### src/rtl/or_sched_pkg.sv
// Shared types, default parameters and the round-robin pick function
// for the OR-unit scheduler.
package or_sched_pkg;

  typedef enum logic [1:0] {
    IDLE = 2'd0,
    EXEC = 2'd1,
    RESP = 2'd2
  } state_t;

  localparam int DEF_NUM_REQ = 4;
  localparam int DEF_WIDTH   = 8;
  localparam int DEF_CNT_W   = 16;
  localparam int MAX_REQ     = 8;

  // First valid requester strictly after 'last', wrapping modulo n.
  // Scanning from the farthest candidate down to the nearest lets the
  // nearest valid one overwrite the result. Returns 0 when none is valid.
  function automatic logic [2:0] rr_pick(input logic [MAX_REQ-1:0] valid,
                                         input logic [2:0]         last,
                                         input int                 n);
    logic [2:0] pick;
    logic [2:0] cand;
    int         idx;
    pick = '0;
    for (int k = MAX_REQ; k >= 1; k--) begin
      if (k <= n) begin
        idx  = (int'(last) + k) % n;
        cand = 3'(idx);
        if (valid[cand]) pick = cand;
      end
    end
    return pick;
  endfunction

endpackage

### src/rtl/or_gate_8bit.sv
// One 8-bit slice of the shared bitwise-OR datapath.
module or_gate_8bit (
  input  logic [7:0] a,
  input  logic [7:0] b,
  output logic [7:0] y
);

  assign y = a | b;

endmodule

### src/rtl/rr_arbiter.sv
// Combinational round-robin arbiter: one-hot grant and grant index,
// searching upward from the requester after last_grant.
module rr_arbiter
  import or_sched_pkg::*;
#(
  parameter int NUM_REQ = DEF_NUM_REQ,
  localparam int IDW    = $clog2(NUM_REQ)
) (
  input  logic [NUM_REQ-1:0] valid,
  input  logic [IDW-1:0]     last,
  output logic [NUM_REQ-1:0] grant,
  output logic [IDW-1:0]     idx,
  output logic               any
);

  logic [MAX_REQ-1:0] valid_ext;
  logic [2:0]         last_ext;
  logic [2:0]         pick;

  // Widen inputs to the package function's fixed size and decode the pick.
  always_comb begin
    valid_ext                = '0;
    valid_ext[NUM_REQ-1:0]   = valid;
    last_ext                 = '0;
    last_ext[IDW-1:0]        = last;
    pick                     = rr_pick(valid_ext, last_ext, NUM_REQ);
    idx                      = pick[IDW-1:0];
    any                      = |valid;
    grant                    = '0;
    if (any) grant[idx]      = 1'b1;
  end

endmodule

### src/rtl/or_unit_scheduler.sv
// Time-shares one WIDTH-bit OR datapath between NUM_REQ requesters with
// round-robin arbitration and a single ID-tagged response channel.
module or_unit_scheduler
  import or_sched_pkg::*;
#(
  parameter int NUM_REQ = DEF_NUM_REQ,
  parameter int WIDTH   = DEF_WIDTH,
  parameter int CNT_W   = DEF_CNT_W,
  localparam int IDW    = $clog2(NUM_REQ)
) (
  input  logic                     clk,
  input  logic                     rst_n,
  input  logic [NUM_REQ-1:0]       req_valid,
  output logic [NUM_REQ-1:0]       req_ready,
  input  logic [NUM_REQ*WIDTH-1:0] req_a,
  input  logic [NUM_REQ*WIDTH-1:0] req_b,
  output logic                     rsp_valid,
  input  logic                     rsp_ready,
  output logic [WIDTH-1:0]         rsp_data,
  output logic [IDW-1:0]           rsp_id,
  output logic                     busy,
  output logic [CNT_W-1:0]         op_count
);

  state_t               state;
  logic [IDW-1:0]       last_grant;
  logic [IDW-1:0]       id_q;
  logic [WIDTH-1:0]     op_a;
  logic [WIDTH-1:0]     op_b;
  logic [WIDTH-1:0]     or_res;
  logic [NUM_REQ-1:0]   grant;
  logic [IDW-1:0]       gidx;
  logic                 any_req;
  logic                 accept;

  function automatic logic [CNT_W-1:0] sat_inc(input logic [CNT_W-1:0] c);
    return (&c) ? c : c + 1'b1;
  endfunction

  rr_arbiter #(.NUM_REQ(NUM_REQ)) u_arb (
    .valid (req_valid),
    .last  (last_grant),
    .grant (grant),
    .idx   (gidx),
    .any   (any_req)
  );

  for (genvar s = 0; s < WIDTH / 8; s++) begin : g_slice
    or_gate_8bit u_or (
      .a (op_a[s*8 +: 8]),
      .b (op_b[s*8 +: 8]),
      .y (or_res[s*8 +: 8])
    );
  end

  // Grant is only offered while idle; held low while reset is asserted.
  assign accept    = (state == IDLE) && any_req && rst_n;
  assign req_ready = accept ? grant : '0;
  assign busy      = (state != IDLE);

  // Operand capture at the accept edge; these feed only the datapath.
  always_ff @(posedge clk) begin
    if (accept) begin
      op_a <= req_a[gidx*WIDTH +: WIDTH];
      op_b <= req_b[gidx*WIDTH +: WIDTH];
      id_q <= gidx;
    end
  end

  // Control FSM with registered response, ID and completion counter.
  always_ff @(posedge clk or negedge rst_n) begin
    if (!rst_n) begin
      state      <= IDLE;
      last_grant <= IDW'(NUM_REQ - 1);
      rsp_valid  <= 1'b0;
      rsp_data   <= '0;
      rsp_id     <= '0;
      op_count   <= '0;
    end else begin
      case (state)
        IDLE: begin
          if (any_req) begin
            last_grant <= gidx;
            state      <= EXEC;
          end
        end
        EXEC: begin
          rsp_data  <= or_res;
          rsp_id    <= id_q;
          rsp_valid <= 1'b1;
          state     <= RESP;
        end
        RESP: begin
          if (rsp_ready) begin
            rsp_valid <= 1'b0;
            op_count  <= sat_inc(op_count);
            state     <= IDLE;
          end
        end
        default: state <= IDLE;
      endcase
    end
  end

endmodule

### config.mk
export PLATFORM = sky130hd
export DESIGN_NAME = or_unit_scheduler
export DESIGN_NICKNAME = d
export VERILOG_FILES = /design/src/rtl/or_sched_pkg.sv /design/src/rtl/or_gate_8bit.sv /design/src/rtl/rr_arbiter.sv /design/src/rtl/or_unit_scheduler.sv
export SDC_FILE = /design/constraint.sdc
export NUM_CORES = 1
export LEC_CHECK = 0
export ABC_CLOCK_PERIOD_IN_PS = 1900
export BUFFER_PORTS_ARGS = -buffer_cell sky130_fd_sc_hd__buf_4
export CAP_MARGIN = 20
export CORE_ASPECT_RATIO = 1.25
export CORE_UTILIZATION = 44
export CTS_BUF_LIST = sky130_fd_sc_hd__clkbuf_8 sky130_fd_sc_hd__clkbuf_16
export CTS_CLUSTER_DIAMETER = 50
export DETAILED_ROUTE_END_ITERATION = 6
export PLACE_DENSITY = 0.84
export RECOVER_POWER = 100
export SKIP_CTS_REPAIR_TIMING = 1
export SLEW_MARGIN = 20
export SYNTH_ARGS = -nofsm -noshare
export SYNTH_HDL_FRONTEND = slang
export SYNTH_SLANG_ARGS = --single-unit
### constraint.sdc
create_clock -name clk -period 1.9 [get_ports clk]
set_clock_uncertainty 0.15 [all_clocks]
set_input_delay 0.19 -clock clk [delete_from_list [all_inputs] [get_ports clk]]
set_output_delay 0.19 -clock clk [all_outputs]
set_load 0.1 [all_outputs]
==> results by group <==
Outcome
  – Status: finished with violations
  – Failing checks: setup timing

Routing
  – Top Metal Used: met4
  – Vias: 2155
  – DRC errors left: 0
  – Wire length per cell: approximately 15 um
  – Met2 wire len: 3.329 mm
  – Met1 WL: 2.331 mm
  – DR iter-0 viols: 93
  – Vias per inst: 5.256
  – TritonRoute pass-1 iters: 4
  – Final wirelength: 6.129 mm
  – Antenna Nets Post-Route: 0
  – Routed wl met3: between 300 and 400 um

Setup path
  – Startpoint Class: flop
  – Critical path peak fanout: 4
  – CP arrival: roughly 1.8 ns
  – Critical path capture point type: primary output
  – CP required: approximately 1.6 ns
  – Critical register-to-register path endpoint: op_count[15]
  – Critical R2R Launch: state[0]
  – Worst-case reg-to-reg path depth: 5
  – Critical path class: reg -> out
  – Reg2reg setup slack: -0.11 ns

Synth
  – Syn_area_per_cell: 11.73 sq um
  – Area share of the largest cell type after synthesis: about 29%
  – Yosys reg bits: a little under 50
  – Seq/Total Area, Yosys: roughly 52%
  – Synth area leader: dfrtp_1
  – Mapped Cells: 217
  – Ys flop type: dfrtp_1
  – Netlist Area Pre-Place: roughly 2500 sq um
  – EDFF count, synth: 18
  – Yosys cell types: 36
  – Largest cells by area after synthesis: dfrtp_1, edfxtp_1, mux2i_1
  – Asr flop ratio synth: ~63%
  – Warnings, synthesis: 0
  – Synthesized Nets: 289

Timing
  – Tmin final: about 2.1 ns
  – Slew Limit Fails: 0
  – Fin. Hold Viols: 0
  – Setup violators final: 23
  – RSZ-0062 raised after global routing: yes
  – Min Hold Slack: a little under 0.09 ns
  – Worst Tran Pin Value: around 0.78 ns
  – Achievable Freq: about 470 MHz
  – Slew headroom: between 40% and 50%
  – Setup ws final: -0.2186 ns
  – Final Cycle Share: 111.5%

Clock network
  – H-tree Lvls: 2
  – Root Buffer: clkbuf_8
  – Clock sinks: 49
  – Num CTS Buffers: 5
  – Worst-Skew Late Latency: 0.31 ns
  – CTS Buffer Depth: 2
  – CTS tree: yes
  – Clock Pin Slew Worst Setup and Hold Paths: ~0.090 ns

Die
  – Chip Width: 70.04 um
  – Core area: 5518 sq um
  – Initial Util: 46.15%
  – FP Rows: 30
  – I/O pin total: around 100
  – Die ar.: ~6000 sq um
  – Die Height: slightly below 90 um

Finish
  – Most frequent cells in the layout: buf_4, mux2i_1, clkbuf_2
  – Commonest non-fill, non-tap cell in the layout: buf_4
  – Fraction of layout cells with a size suffix above 1: ~56%
  – Utilization after layout: 73.15%
  – Filler cell count: roughly 410
  – Area grow syn2layout: 58.53%
  – Final #Nets: approximately 420
  – Fin area: 4036 sq um
  – N_diodes: 0

Placed design
  – Final GP Congestion: roughly 0.80
  – DPL Wire Length: between 4 and 5 mm
  – Placed Area: 3804 sq um
  – Port Buf Inserts: between 100 and 150

Hold path
  – Hold wc startpoint: req_b[29]
  – WHS Path Cells: 3
  – Hold path endpoint: op_b[5]
  – Hold Path Class: in -> reg

Global routing
  – Total track usage: about a fifth
  – Total grt overflow: 0
  – Initial antenna violation count: 0
  – First-pass GRT wire length: 9.335 mm
  – Vias in the first global route: around 2.1k
  – Largest net degree at the start of global routing: 33

Power and ir drop
  – Peak supply drop: 1214 uV
  – Power Dens Cells: between 1500 and 2000 nW/um^2
  – P_leak: 1.905 nW

Flow run
  – Max Cap Viol: 0
[where the power goes]
group | internal [W] | switching [W]
Clock | 0.000523 | 0.000364
Sequential | 0.00154 | 0.000239
Combinational | 0.00117 | 0.00236
Total | 0.00323 | 0.00296
[metal layers]
metal	vias up	track usage, %
li1	1032	-
met1	1028	23.07
met2	90	35.23
met3	5	5.208
met4	0	6.182
met5	-	0
[worst max path at each step]
stage | from | end | slack (ns) | depth (start not counted)
after detailed placement | last_grant[0] | op_b[3] | -0.07 | 6
after global placement | last_grant[0] | op_b[5] | -0.008 | 6
after floorplan | state[1] | req_ready[0] | -0.46 | 4
after global routing | last_grant[0] | req_ready[0] | -0.31 | 5
after CTS | last_grant[0] | req_ready[0] | -0.34 | 5
final | last_grant[1] | req_ready[3] | -0.22 | 6
[area by class of cell]
class | instances | area [sq um] | share of cell area, %
clock inverter | 3 | 65.06 | 1.612
multi-input combinational | 154 | 1411 | 34.97
sequential | 49 | 1376 | 34.10
tap | 64 | 80.08 | 1.984
timing repair buffer | 130 | 1010 | 25.02
clock buffer | 5 | 68.82 | 1.705
inverter | 5 | 25.02 | 0.6200
[critical path: stages (launching register included)]
cell	delay [ns]
dfstp_2	0.57
buf_6	0.11
o21a_1	0.15
nor3_4	0.06
buf_6	0.14
nor3b_4	0.22
buf_12	0.21
[sequential cells by signal, indices dropped and copies added, names as in the netlist]
register,cells
op_b,8
rsp_id,2
state,2
op_count,16
op_a,8
rsp_data,8
id_q,2
rsp_valid,1
last_grant,2
[through the flow]
| stage | cells | setup WS (ns) | TNS [ns] | total power, W |
|---|---|---|---|---|
| 2_1_floorplan | 217 | -0.4619 | -3.700 | 0.004342 |
| 3_3_place_gp | 396 | -0.008242 | -0.09077 | 0.005158 |
| 3_5_place_dp | 396 | -0.06572 | -0.5473 | 0.005239 |
| 4_1_cts | 404 | -0.3399 | -2.145 | 0.006112 |
| 5_1_grt | 410 | -0.3106 | -3.358 | 0.006449 |
| 6_report | 410 | -0.2186 | -1.519 | 0.006194 |
[Yosys cell counts, drive strengths merged, types with 2 or more instances]
cell and instances:
nand2b 3, clkbuf 3, or2 2, nand3 2
mux2i 48, inv 5, nand4 3, dfrtp 29
buf 6, nor3b 3, nor4b 2, nor3 9
or3 2, xor2 12, dfstp 2, nor2 13
nor4 5, nor2b 2, mux2 5, edfxtp 18
nand2 18, a21oi 5, o21ai 12
[cell families (layout without fill, tap and decap cells)]
group / after synthesis / in the layout / share of synthesized area [%]
and+or+nand+nor: 68 / 68 / 15.53
muxes: 53 / 53 / 21.08
DFF: 49 / 49 / 51.79
AOI/OAI and AO/OA: 19 / 19 / 4.079
buffers and inverters: 14 / 143 / 2.555
xor gates and xnor gates: 13 / 13 / 4.472
adders and majority gates: 1 / 1 / 0.4913
Power figures use the tool's default switching activity.
